## config.mk

```make
export PLATFORM = sky130hd
export DESIGN_NAME = pll_lock_ctrl
export DESIGN_NICKNAME = d
export VERILOG_FILES = /design/src/rtl/pll_lock_ctrl.sv
export SDC_FILE = /design/constraint.sdc
export NUM_CORES = 1
export LEC_CHECK = 0
export CORE_MARGIN = 3
export CORE_UTILIZATION = 50
export DETAILED_ROUTE_END_ITERATION = 8
export HOLD_SLACK_MARGIN = 0.1
export PLACE_DENSITY = 0.71
export REMOVE_ABC_BUFFERS = 1
export SYNTH_ARGS = -nofsm -noshare
export SYNTH_HDL_FRONTEND = slang
export SYNTH_SLANG_ARGS = --single-unit
```

## constraint.sdc

```tcl
create_clock -name clk -period 7.7 [get_ports clk]
set_clock_uncertainty 0.15 [all_clocks]
set_input_delay 1.925 -clock clk [delete_from_list [all_inputs] [get_ports clk]]
set_output_delay 1.925 -clock clk [all_outputs]
set_load 0.05 [all_outputs]
```

## src/rtl/pll_lock_ctrl.sv

```systemverilog
// PLL bring-up sequencer: pulses the PLL reset, waits for a stable lock with
// timeout and bounded retries, and releases a reset for the PLL clock domain.
module pll_lock_ctrl #(
  parameter int unsigned RST_CYCLES     = 16,
  parameter int unsigned STABLE_CYCLES  = 1024,
  parameter int unsigned TIMEOUT_CYCLES = 65536,
  parameter int unsigned MAX_RETRY      = 3
) (
  input  logic       clk,
  input  logic       rst_n,
  input  logic       pll_lock,
  input  logic       relock_req,
  output logic       pll_reset,
  output logic       rst_out_n,
  output logic       ready,
  output logic       fail,
  output logic [3:0] retry_cnt,
  output logic [2:0] state_o
);

  typedef enum logic [2:0] {
    ST_RST    = 3'd0,
    ST_WAIT   = 3'd1,
    ST_STABLE = 3'd2,
    ST_RUN    = 3'd3,
    ST_FAIL   = 3'd4
  } state_t;

  localparam logic [16:0] RST_LAST     = 17'(RST_CYCLES - 1);
  localparam logic [16:0] STABLE_LAST  = 17'(STABLE_CYCLES - 1);
  localparam logic [16:0] TIMEOUT_LAST = 17'(TIMEOUT_CYCLES - 1);
  localparam logic [3:0]  RETRY_MAX    = 4'(MAX_RETRY);

  state_t      state, state_n;
  logic [16:0] cnt, cnt_n;
  logic [3:0]  retry_n;
  logic        lock_m, lock_s;

  always_comb begin
    state_n = state;
    retry_n = retry_cnt;
    if (relock_req) begin
      state_n = ST_RST;
      retry_n = '0;
    end else begin
      unique case (state)
        ST_RST: begin
          if (cnt == RST_LAST) state_n = ST_WAIT;
        end
        ST_WAIT: begin
          if (lock_s) begin
            state_n = ST_STABLE;
          end else if (cnt == TIMEOUT_LAST) begin
            if (retry_cnt == RETRY_MAX) begin
              state_n = ST_FAIL;
            end else begin
              state_n = ST_RST;
              retry_n = retry_cnt + 4'd1;
            end
          end
        end
        ST_STABLE: begin
          // loss of lock wins over the final stable cycle
          if (!lock_s)                 state_n = ST_WAIT;
          else if (cnt == STABLE_LAST) state_n = ST_RUN;
        end
        ST_RUN: begin
          if (!lock_s) begin
            state_n = ST_RST;
            retry_n = '0;
          end
        end
        ST_FAIL: ;
        default: begin
          state_n = ST_RST;
          retry_n = '0;
        end
      endcase
    end

    // relock_req while already in RST still restarts the full reset pulse
    if (relock_req || (state_n != state)) cnt_n = '0;
    else if (cnt == '1)                   cnt_n = cnt;
    else                                  cnt_n = cnt + 17'd1;
  end

  always_ff @(posedge clk or negedge rst_n) begin
    if (!rst_n) begin
      lock_m    <= 1'b0;
      lock_s    <= 1'b0;
      state     <= ST_RST;
      cnt       <= '0;
      retry_cnt <= '0;
      pll_reset <= 1'b1;
      rst_out_n <= 1'b0;
      ready     <= 1'b0;
      fail      <= 1'b0;
    end else begin
      lock_m    <= pll_lock;
      lock_s    <= lock_m;
      state     <= state_n;
      cnt       <= cnt_n;
      retry_cnt <= retry_n;
      pll_reset <= (state_n == ST_RST);
      rst_out_n <= (state_n == ST_RUN);
      ready     <= (state_n == ST_RUN);
      fail      <= (state_n == ST_FAIL);
    end
  end

  assign state_o = state;

endmodule

```

==> out/qor.csv, run 1 <==
metric,value,unit
cts_root_buf,clkbuf_4,
cp_slowest_stage_delay,0.90,ns
multiInputGateArea,830.8,sq um
p_leak,0.7266,nW
io_buffers,14,
dp.cells,211,
h-tree-depth,2,
die_width,63.37,um
avgRoutedWirePerCell,13.99,um
grt_pass1_wl,5409,um
num_rows,20,
intPower,0.2038,mW
post_cts_buffers,0,
cp.required,5.62,ns
max_slew_margin,0.3541,
nFillCells,301,
clk_pin_slew_worst_paths,0.09,ns
hp-class,reg2reg,
drt_iter0_markers,75,
grt_pass1_vias,1195,
start_util,0.5302,
yosysWarningCount,0,
synthCells,162,
slew_violations,0,
final_layout_size_suffix_gt1_frac,0.1314,
critPathLaunchType,register,
seqPwrFrac,0.589,
dpl.hpwl,2092,um
ctsHoldBuffers,0,
cts_made_buffers,5,
fmax,253.4,MHz
core,3103,sq um
dr.pass1.iters,4,
yosys-top-cells-count,"dfrtp_1 (28), a21oi_1 (12), nand2_1 (11), a21oi_2 (10), nand3_1 (10)",
cts_tree,built,
async_reset_ff_frac,1.000,
vias,1207,
seq_area,726.9,sq um
outcome,completed,
synth_flop_cell,dfrtp_1,
worstMarginPinSlew,0.9687,ns
powerDensity,145.1,nW/um^2
min_period,3.947,ns
post-route-drc-count,0,
worstPathMaxFanout,17,
die_h,63.37,um
critPathArrivalTime,1.87,ns
ys_ff_latch,29,
cp-end-kind,primary output,
synth_edf_count,0,
ant_nets,0,
cts_buffer_depth,2,
overflow,0,
pwr-share-comb,0.050,
finalNonFillerCells,219,
via_per_inst,5.511,
finalNetCount,183,
tns,0,ns
clock-sinks,29,
cts_resized,0,
crit_chain,clkdlybuf4s50_1,
fp.dieArea,4015,sq um
final_hold_viol_count,0,
track_usage,0.1723,
grt_setup_unrepaired,no,
setup_viol,0,
yosys.area.top_type,dfrtp_1,
pin_count,15,
wl,3064,um
sw_frac_of_total,0.2324,
syn_area_per_cell,10.16,sq um
finalCritPeriodShare,0.5125,
yosysUniqueCellTypes,42,
max-cap-violations,0,
cp_num_buf_inv,1,
critPathKind,reg2out,
r2r_slack,4.55,ns
antenna_found_initial,0,
critPathSlowestCell,clkdlybuf4s50_1,
syn-cell-area,1645,sq um
critical-path-top-delay-family,buffers and inverters,
grt_max_degree,30,
p_sw,0.06170,mW
p_clk_frac,0.361,
clock_latency,0.33,ns
synth_area_leaders,"dfrtp_1 (43%), a21oi_2 (5.3%), xor2_1 (4.8%)",
synth_most_common_cell,dfrtp_1,
ys_seq_area_frac,0.4418,
gp_congestion,0.8074,
areaGrowthSynthToFinish,11.26,%
antenna_cells,0,
ir_drop,138.5,uV
yosysTopAreaCellShare,0.4259,
flip-flops by register name, summed over array words and instances, names as in the netlist:
register,cells
cnt,17
fail,1
lock_m,1
lock_s,1
pll_reset,1
ready,1
retry_cnt,4
state_o,3
final timing paths:
kind | to | from | cells past startpoint
max in group asynchronous | pll_reset | rst_n | 2
min in group asynchronous | cnt[8] | rst_n | 2
worst min register to register | lock_s | lock_m | 0
worst min-delay path | lock_s | lock_m | 0
worst max register to register | cnt[4] | cnt[9] | 8
worst max-delay path | state_o[1] | state_o[1] | 1
placed cells by master (no fill, tap or decap), types with 2 or more instances in the layout:
master,n
ha_1,5
dfrtp_1,28
nand4_1,5
nand2_1,11
a21o_1,2
xor2_1,9
nor2_1,8
nand3_1,10
or3_1,3
clkbuf_4,5
and2_1,3
a21oi_2,10
inv_1,3
nand2b_1,2
o21ai_0,2
clkdlybuf4s50_1,14
clkbuf_1,2
xnor2_1,8
nor4_1,6
a21oi_1,12
nor3_1,5
nor2b_1,3
metal layers:
layer	up-vias	track usage	share of wire
met1	570	0.2325	0.49
met3	5	0.06061	0.043
met4	0	0.05660	0.016
met2	22	0.2581	0.45
met5	-	0	0
li1	610	-	-
kinds of logic after synthesis:
kind of cell | after synthesis | synth area share
multiplexers | 1 | 0.006084
adder cells (fa/ha/maj) | 5 | 0.03802
AO/OA/AOI/OAI | 34 | 0.1605
buffers and inverters | 13 | 0.05323
AND/OR/NAND/NOR | 63 | 0.2099
XOR/XNOR | 17 | 0.09050
flip-flops | 29 | 0.4418
power groups by stage:
stage | combinational (mW) | sequential [mW] | clock, mW
detailed placement | 0.0135 | 0.160 | 0
finish | 0.0132 | 0.156 | 0.0959
CTS | 0.0135 | 0.157 | 0.0995
global placement | 0.0131 | 0.159 | 0
floorplan | 0.00666 | 0.159 | 0
global route | 0.0153 | 0.157 | 0.105
per-stage QoR:
stage / setup WS (ns) / instance area [sq um] / power [mW] / hold slack, ns / util
finish: 3.754 / 1831 / 0.2655 / 0.2022 / 0.5899
global route: 3.672 / 1831 / 0.2770 / 0.2248 / 0.5899
CTS: 3.715 / 1831 / 0.2695 / 0.2063 / 0.5899
detailed placement: 3.812 / 1772 / 0.1730 / 0.1865 / 0.5710
global placement: 3.831 / 1772 / 0.1724 / 0.1818 / 0.5710
floorplan: 4.543 / 1569 / 0.1656 / 0.1812 / -
final cells by class:
cell class              instances  area share
clock buffers                   8     0.03213
multi-input cells             120      0.4539
flip-flops and latches         29      0.3971
inverters                       3    0.006152
repair buffers                 15     0.08066
well taps                      44     0.03008
Power figures use the tool's default switching activity.
==> inputs of run 2 (changes only) <==
- clock period: 7.7 -> 4.09 ns (I/O delays scaled with it)
==> run 2 against run 1 <==
  * Cell area unchanged
  * Non-clock buffer count up 1
  * Die area unchanged
  * Sequential share of layout area unchanged
  * Total power up 83%
  * Combinational power up 89%
  * Clock power up 72%
  * Setup slack worse by 2.8 ns
  * Critical endpoint unchanged
==> out/qor.csv, run 2 (synthesized netlist as in run 1, its figures left out) <==
metric,value,unit,change
finalNetCount,184,,was 183
powerDensity,264.9,nW/um^2,was 145.1 nW/um^2
max_slew_margin,0.5036,,was 0.3541
avgRoutedWirePerCell,14.02,um,was 13.99 um
critPathSlowestCell,clkdlybuf4s50_1,,unchanged
ctsHoldBuffers,0,,unchanged
cp.depth,1,,unchanged
dp.cells,212,,was 211
min_period,3.095,ns,
wl,3084,um,was 3064 um
cp.required,2.92,ns,was 5.62 ns
grt_pass1_vias,1218,,"was 1,195"
overflow,0,,unchanged
r2r_slack,1.05,ns,was 4.55 ns
h-tree-depth,2,,unchanged
critPathArrivalTime,1.92,ns,was 1.87 ns
finalNonFillerCells,220,,was 219
fp.dieArea,4015,sq um,unchanged
grt_max_degree,30,,unchanged
placed_area,1779,sq um,was 1772 sq um
tns,0,ns,unchanged
stdcell_area,1831,sq um,unchanged
core,3103,sq um,unchanged
seq_area,726.9,sq um,unchanged
track_usage,0.1853,,was 0.1723
antenna_found_initial,0,,unchanged
areaGrowthSynthToFinish,11.26,%,unchanged
worstMarginPinSlew,0.7446,ns,was 0.9687 ns
io_buffers,14,,unchanged
crit_chain,clkdlybuf4s50_1,,unchanged
mostFrequentLayoutCells,"dfrtp_1 (28), clkdlybuf4s50_1 (14), a21oi_1 (12)",,unchanged
antenna_cells,0,,unchanged
critical-path-top-delay-family,buffers and inverters,,unchanged
clk_pin_slew_worst_paths,0.09,ns,about the same
finalCritPeriodShare,0.7567,,
start_util,0.5302,,unchanged
cts_buffer_depth,2,,unchanged
die_width,63.37,um,unchanged
cts_tree,built,,unchanged
reg2reg_to,cnt[2],,was cnt[4]
critPathLaunch,state_o[1],,unchanged
hp-class,reg2reg,,unchanged
via_per_inst,5.536,,was 5.511
crit_end,state_o[1],,unchanged
critPathKind,reg2out,,unchanged
critPathLaunchType,register,,unchanged
fmax,323.1,MHz,
grt_setup_unrepaired,no,,unchanged
clock-sinks,29,,unchanged
worstPathMaxFanout,17,,unchanged
final_hold_viol_count,0,,unchanged
vias,1218,,"was 1,207"
clock_latency,0.33,ns,about the same
worstRegToRegCells,8,,unchanged
num_rows,20,,unchanged
drt_iter0_markers,67,,was 75
final_common_cell,dfrtp_1,,unchanged
dpl.hpwl,2147,um,was 2092 um
ant_nets,0,,unchanged
die_h,63.37,um,unchanged
post-route-drc-count,0,,unchanged
slew_violations,0,,unchanged
max-cap-violations,0,,unchanged
setup_viol,0,,unchanged
cp-end-kind,primary output,,unchanged
fin_hold_ws,0.2042,ns,was 0.2022 ns
grt_pass1_wl,5789,um,was 5409 um
final_layout_size_suffix_gt1_frac,0.1420,,was 0.1314
cts_made_buffers,5,,unchanged
largest_register,cnt,,unchanged
whs_path_depth,0,,unchanged
cts_resized,0,,unchanged
cts_root_buf,clkbuf_4,,unchanged
multiInputGateArea,830.8,sq um,unchanged
reg2reg_from,cnt[9],,unchanged
nFillCells,289,,was 301
largest_register_ffs,17,,unchanged
dr.pass1.iters,4,,unchanged
cp_slowest_stage_delay,0.91,ns,was 0.90 ns
pin_count,15,,unchanged
outcome,completed,,unchanged
post_cts_buffers,0,,unchanged
p_leak,0.7302,nW,was 0.7266 nW
gp_congestion,0.8497,,was 0.8074
cp_num_buf_inv,1,,unchanged
ir_drop,223.3,uV,was 138.5 uV
## run 2: changes by cell type in the layout (fill, tap and decap cells not counted)
cell	change
clkbuf_8	-1
clkbuf_1	-1
buf_4	+1
clkinv_2	+2
## run 2: worst min path at each step
stage / to / from
floorplan: lock_s / lock_m
global placement: lock_s / lock_m
detailed placement: lock_s / lock_m
CTS: lock_s / lock_m
global route: lock_s / lock_m
finish: lock_s / lock_m
## run 2: stage by stage
stage,util,worst slack (ns),total power [mW]
CTS,0.5899,0.9976,0.4923
floorplan,-,1.387,0.3118
global placement,0.5734,1.127,0.3243
finish,0.5899,0.9952,0.4849
global route,0.5899,0.7783,0.5131
detailed placement,0.5734,1.043,0.3260
## run 2: per-layer routing
metal / routed length (um) / global-route usage / share of wire
met5: 0 / 0 / 0
met4: 56 / 0.07278 / 0.018
met3: 147 / 0.06061 / 0.048
met2: 1404 / 0.2751 / 0.46
met1: 1475 / 0.2494 / 0.48
## run 2: report_power, final
part	internal (mW)	switching, mW	leakage, nW
Combinational	0.00894	0.0160	0.303
Sequential	0.290	0.00467	0.395
Clock	0.0653	0.0998	0.0320
Total	0.364	0.121	0.730
## run 2: worst reg2reg max path, delay by kind of cell, from the launching register on
kind	cells	cell delay (ns)
DFF	1	0.47
and+or+nand+nor	5	1.68
adders and majority gates	1	0.28
AOI/OAI and AO/OA	2	0.38
## run 2: final cells by class
class                      count  area share
clock buffer                   6     0.02256
clock inverter                 2    0.005468
inverter                       3    0.006152
multi-input combinational    120      0.4539
sequential                    29      0.3971
tap                           44     0.03008
timing repair buffer          16     0.08476
